$ cat config.mk
export PLATFORM = sky130hd
export DESIGN_NAME = anc_fir_mac
export DESIGN_NICKNAME = d
export VERILOG_FILES = /design/src/rtl/anc_fir_mac.sv
export SDC_FILE = /design/constraint.sdc
export NUM_CORES = 2
export LEC_CHECK = 0
export CAP_MARGIN = 0
export CORE_AREA = 3 3 657 659
export DETAILED_ROUTE_END_ITERATION = 6
export DIE_AREA = 0 0 660 662
export GPL_TIMING_DRIVEN = 0
export PLACE_DENSITY = 0.46
export SLEW_MARGIN = 20
export SYNTH_ARGS = -nofsm -noshare
export SYNTH_HDL_FRONTEND = slang
export SYNTH_SLANG_ARGS = --single-unit
$ cat constraint.sdc
create_clock -name clk_in -period 77.4 [get_ports clk_in]
set_input_delay 15.48 -clock clk_in [delete_from_list [all_inputs] [get_ports clk_in]]
set_output_delay 15.48 -clock clk_in [all_outputs]
set_load 0.01 [all_outputs]
$ cat src/rtl/anc_fir_mac.sv
// Purpose     : 64-tap adaptive FIR stage for the ANC chain; one shared multiplier, circular sample history.
// Latency     : done_out pulses 65 cycles after the accepting edge; data_out held until the next result.
// Backpressure: none; ready_in while busy drops the sample and pulses overrun_out.
// Build option: define FIR_SATURATE_EN to clamp data_out to the DATA_W signed range (default wraps).
module anc_fir_mac #(
  parameter int TAPS       = 64,
  parameter int DATA_W     = 16,
  parameter int COEFF_W    = 10,
  parameter int COEFF_FRAC = 9,
  parameter int ACC_W      = 32
) (
  input  logic                           clk_in,
  input  logic                           rst_in,
  input  logic                           ready_in,
  input  logic signed [DATA_W-1:0]       sample_in,
  input  logic [TAPS-1:0][COEFF_W-1:0]   coeffs_in,
  output logic [TAPS-1:0][DATA_W-1:0]    sample_buf_out,
  output logic [$clog2(TAPS)-1:0]        offset_out,
  output logic signed [DATA_W-1:0]       data_out,
  output logic                           done_out,
  output logic                           busy_out,
  output logic                           overrun_out
);

  localparam int PTR_W  = $clog2(TAPS);
  localparam int PROD_W = COEFF_W + DATA_W;

  typedef enum logic [1:0] {
    S_IDLE = 2'd0,
    S_MAC  = 2'd1,
    S_OUT  = 2'd2
  } state_t;

  state_t                         state_q, state_d;
  logic                           accept;
  logic [PTR_W-1:0]               wr_ptr_q;
  logic [PTR_W-1:0]               k_q;
  logic [PTR_W-1:0]               rd_idx;
  logic signed [ACC_W-1:0]        acc_q;
  logic [TAPS-1:0][COEFF_W-1:0]   coef_q;
  logic signed [COEFF_W-1:0]      tap_coef;
  logic signed [DATA_W-1:0]       tap_sample;
  logic signed [PROD_W-1:0]       prod;
  logic signed [ACC_W-1:0]        shifted;
  logic signed [DATA_W-1:0]       result;

  // State register.
  always_ff @(posedge clk_in or posedge rst_in) begin
    if (rst_in) state_q <= S_IDLE;
    else        state_q <= state_d;
  end

  // Next-state logic; a sample is only taken in IDLE, so the OUT edge drops it.
  always_comb begin
    state_d = state_q;
    accept  = 1'b0;
    unique case (state_q)
      S_IDLE: begin
        if (ready_in) begin
          accept  = 1'b1;
          state_d = S_MAC;
        end
      end
      S_MAC:   if (k_q == PTR_W'(TAPS - 1)) state_d = S_OUT;
      S_OUT:   state_d = S_IDLE;
      default: state_d = S_IDLE;
    endcase
  end

  // One tap per cycle: newest sample pairs with coef[0], walking backwards through history.
  always_comb begin
    rd_idx     = offset_out - k_q;
    tap_coef   = $signed(coef_q[k_q]);
    tap_sample = $signed(sample_buf_out[rd_idx]);
    prod       = PROD_W'(tap_coef) * PROD_W'(tap_sample);
  end

  // Scale back to sample units; floor rounding via arithmetic shift.
  always_comb begin
    shifted = acc_q >>> COEFF_FRAC;
`ifdef FIR_SATURATE_EN
    if (shifted > $signed({{(ACC_W-DATA_W+1){1'b0}}, {(DATA_W-1){1'b1}}}))
      result = {1'b0, {(DATA_W-1){1'b1}}};
    else if (shifted < $signed({{(ACC_W-DATA_W+1){1'b1}}, {(DATA_W-1){1'b0}}}))
      result = {1'b1, {(DATA_W-1){1'b0}}};
    else
      result = shifted[DATA_W-1:0];
`else
    result = shifted[DATA_W-1:0];
`endif
  end

  // History buffer, pointers and coefficient snapshot only move on acceptance,
  // keeping the LMS view stable between results.
  always_ff @(posedge clk_in or posedge rst_in) begin
    if (rst_in) begin
      sample_buf_out <= '0;
      wr_ptr_q       <= '0;
      offset_out     <= '0;
      coef_q         <= '0;
    end else if (accept) begin
      sample_buf_out[wr_ptr_q] <= sample_in;
      offset_out               <= wr_ptr_q;
      wr_ptr_q                 <= wr_ptr_q + PTR_W'(1);
      coef_q                   <= coeffs_in;
    end
  end

  // Multiply-accumulate sequencing.
  always_ff @(posedge clk_in or posedge rst_in) begin
    if (rst_in) begin
      acc_q <= '0;
      k_q   <= '0;
    end else if (accept) begin
      acc_q <= '0;
      k_q   <= '0;
    end else if (state_q == S_MAC) begin
      acc_q <= acc_q + ACC_W'(prod);
      k_q   <= k_q + PTR_W'(1);
    end
  end

  // Registered result and status strobes.
  always_ff @(posedge clk_in or posedge rst_in) begin
    if (rst_in) begin
      data_out    <= '0;
      done_out    <= 1'b0;
      busy_out    <= 1'b0;
      overrun_out <= 1'b0;
    end else begin
      if (state_q == S_OUT) data_out <= result;
      done_out    <= (state_q == S_OUT);
      busy_out    <= (state_d != S_IDLE);
      overrun_out <= ready_in && (state_q != S_IDLE);
    end
  end

endmodule

==> results.json <==
{
  "dp_hpwl_microns": 464000,
  "avgViaCountPerCell": 4.70,
  "cp.arrival_ns": 19.51,
  "hold-worst-slack_ns": 0.471,
  "tritoncts": "yes",
  "pwr-share-clk_pct": 21.8,
  "r2r_cells": 34,
  "p_total_mw": 4.81,
  "r2r_start": "k_q[1]$_DFFE_PP0P_",
  "fp.coreArea_sq_um": 427000,
  "finalSetupTns_ns": 0,
  "root_buffer": "clkbuf_16",
  "synth_top_flop_cell": "dfrtp_1",
  "portBuffers": 1691,
  "min_to": "coef_q[621]$_DFFE_PP0P_",
  "num_rows": 240,
  "seqPwrFrac_pct": 25.1,
  "p_leak_nw": 53.0,
  "max_cap_violations": 0,
  "r2r_setup_slack_ns": 65.38,
  "grt_pass1_wl_microns": 720000,
  "crit_family": "buffers and inverters",
  "die_w_microns": 660,
  "cp_slowest_cell": "clkdlybuf4s50_1",
  "syn_nets": 7656,
  "cts_made_buffers": 213,
  "io_pins": 1708,
  "postSynthCellCount": 6768,
  "insertion_delay_ns": 0.95,
  "finalWorstSetupSlack_ns": 58.83,
  "r2r_end": "acc_q[22]$_DFFE_PP0P_",
  "min_period_over_period_pct": 24.0,
  "cts_setup_buffers": 0,
  "dp_slack_ns": 57.89,
  "synth-seq-area-share_pct": 51.4,
  "path_max_fanout": 95,
  "grt_use_met1_pct": 30.1,
  "required_ns": 78.35,
  "clock_sinks": 1728,
  "drive_gt1_share_pct": 24.7,
  "grt_antenna_before_repair": 124,
  "yosys.cell_types.count": 60,
  "ys_ff_latch": 1728,
  "crit_top_cell": "buf_16",
  "drv_slew": 0,
  "syn_to_final_growth_pct": 39.4,
  "top_usage_layer": "met2",
  "initial_core_util_pct": 19.7,
  "hold_buffers": 0,
  "cts.clk_slew.worst_paths_ns": 0.06,
  "worstSetupEndpointType": "asynchronous set/reset pin",
  "dieArea_sq_um": 437000,
  "worstSetupPathType": "in -> async",
  "wl_per_cell_microns": 38.3,
  "avgSynthCellArea_sq_um": 12.4,
  "cts_resized": 0,
  "p_switching_mw": 2.20,
  "combPwrFrac_pct": 53.1,
  "ys_warn_count": 0,
  "crit_path_start_kind": "primary input",
  "wl_microns": 561000,
  "final_cells": 14700,
  "synth_async_sr_flop_share_pct": 100,
  "drtIter0Drc": 7024,
  "status": "completed",
  "drc": 0,
  "timing.final.crit_period_ns": 18.57,
  "maxSlewHeadroom_pct": 12.1,
  "final_area_sq_um": 117000,
  "hold_path_class": "reg -> reg",
  "min_from": "coef_q[621]$_DFFE_PP0P_",
  "synthesis.area_sq_um": 84200,
  "clockBufferDepth": 4,
  "setup_viol": 0,
  "grt_max_degree": 107,
  "dieHeight_microns": 662,
  "rsz0062_at_grt": "no",
  "grt_usage_pct": 24.9,
  "critical_path.max_stage_delay_ns": 0.50,
  "vias": 68900,
  "max_freq_mhz": 53.9,
  "place_area_sq_um": 110000,
  "place_inst": 14200,
  "use_met3_pct": 7.99,
  "met2_usage_pct": 39.7,
  "path_cells": "clkdlybuf4s50_1 -> inv_8 -> buf_16 -> buf_16 -> buf_16 -> buf_16 -> buf_16 -> buf_16",
  "finalClockSkew_ns": 0.138,
  "ir_worst_vdd_mv": 0.0504,
  "synth_edf_count": 0,
  "final_nets": 9632,
  "power_density_nw_per_um2": 41.0,
  "grt_pass1_vias": 70400,
  "antenna_left": 0,
  "switching_share_pct": 45.7,
  "tightest_slew_ns": 1.32,
  "finalHoldViolations": 0,
  "whs_path_depth": 2,
  "globalplace.congestion": 0.945,
  "power.internal_mw": 2.61,
  "first_pass_iters": 5,
  "htree_levels": 4,
  "gr-total-overflow": 0,
  "cp.buffers_inverters": 8,
  "fin_util_pct": 27.5
}
[flip-flops by register name (all words and copies together), names as in the netlist]
register,count
done_out,1
coef_q,640
acc_q,25
wr_ptr_q,6
busy_out,1
state_q,2
sample_buf_out,1024
offset_out,6
data_out,16
overrun_out,1
k_q,6
[synth_stat cells, drive strengths merged, types with 8 or more instances]
| cell type | number | area share, % |
|---|---|---|
| a21o | 8 | 0.071 |
| a21oi | 35 | 0.21 |
| a221oi | 12 | 0.12 |
| and2 | 9 | 0.067 |
| buf | 127 | 0.88 |
| clkbuf | 360 | 1.6 |
| dfrtp | 1728 | 51 |
| fa | 159 | 3.8 |
| ha | 70 | 1.0 |
| inv | 208 | 0.93 |
| mux2 | 1058 | 14 |
| mux2i | 66 | 0.79 |
| mux4 | 490 | 13 |
| nand2 | 2080 | 9.3 |
| nand2b | 25 | 0.19 |
| nand3 | 20 | 0.12 |
| nor2 | 81 | 0.36 |
| nor2b | 43 | 0.32 |
| nor3 | 11 | 0.065 |
| o21ai | 61 | 0.38 |
| o221ai | 12 | 0.12 |
| xnor2 | 26 | 0.29 |
| xor2 | 13 | 0.14 |
[placed cells by master, fill, tap and decap left out, drive strengths merged, types with 8 or more instances in the layout]
cell,synthesis,routed
bufinv,0,15
nor2,81,81
a21o,8,8
mux2i,66,66
a21oi,35,35
nand2b,25,25
clkbuf,360,670
a221oi,12,12
dfrtp,1728,1728
ha,70,70
xor2,13,13
and2,9,9
o21ai,61,61
clkdlybuf4s50,0,1688
o221ai,12,12
nor2b,43,43
diode,0,54
clkinv,1,51
xnor2,26,26
nor3,11,11
inv,208,215
fa,159,159
nand3,20,20
mux2,1058,1058
nand2,2080,2080
buf,127,200
mux4,490,490
[tightest hold or removal path, stage by stage (launching register included)]
cell     delay, ns
dfrtp_1       0.34
nand2_1       0.05
nand2_1       0.06
[layer usage]
layer	wire [microns]	vias up
met4	32600	26
met2	259000	3472
met3	52600	916
li1	-	27100
met1	217000	37400
met5	164	-
[worst max-delay path by stage]
stage               startpoint                              end  depth (start not counted)
finish                  rst_in  sample_buf_out[840]$_DFFE_PP0P_                          8
global route            rst_in  sample_buf_out[872]$_DFFE_PP0P_                          8
CTS                     rst_in  sample_buf_out[801]$_DFFE_PP0P_                          8
detailed placement      rst_in  sample_buf_out[776]$_DFFE_PP0P_                          8
global placement        rst_in  sample_buf_out[776]$_DFFE_PP0P_                          2
floorplan               rst_in             acc_q[0]$_DFFE_PP0P_                          1
[cell families (layout without fill, tap and decap cells)]
kind of cell | Yosys count | after routing | share of synthesized area, %
compound gates | 158 | 158 | 1.20
xor+xnor | 39 | 39 | 0.424
fa+ha+maj | 229 | 229 | 4.82
buf+inv | 696 | 2841 | 3.41
flops | 1728 | 1728 | 51.4
mux | 1614 | 1614 | 28.1
other cells | 0 | 54 | 0
simple gates | 2304 | 2304 | 10.7
[cell type report]
class | count | area (sq um)
antenna | 54 | 135
buffer | 487 | 2200
clock buffer | 310 | 6240
clock inverter | 74 | 941
fill | 44100 | 309000
inverter | 209 | 792
multi-input combinational | 4344 | 38300
sequential | 1728 | 43200
tap | 5687 | 7120
timing repair buffer | 1761 | 18300
[power groups by stage]
stage          Clock [mW]  Combinational [mW]  Sequential, mW
2_1_floorplan           0                1.38            1.18
5_1_grt              1.10                2.72            1.22
3_5_place_dp            0                2.57            1.22
3_3_place_gp            0                2.49            1.22
6_report             1.05                2.56            1.21
4_1_cts              1.06                2.58            1.21
(Power assumes the default switching activity.)
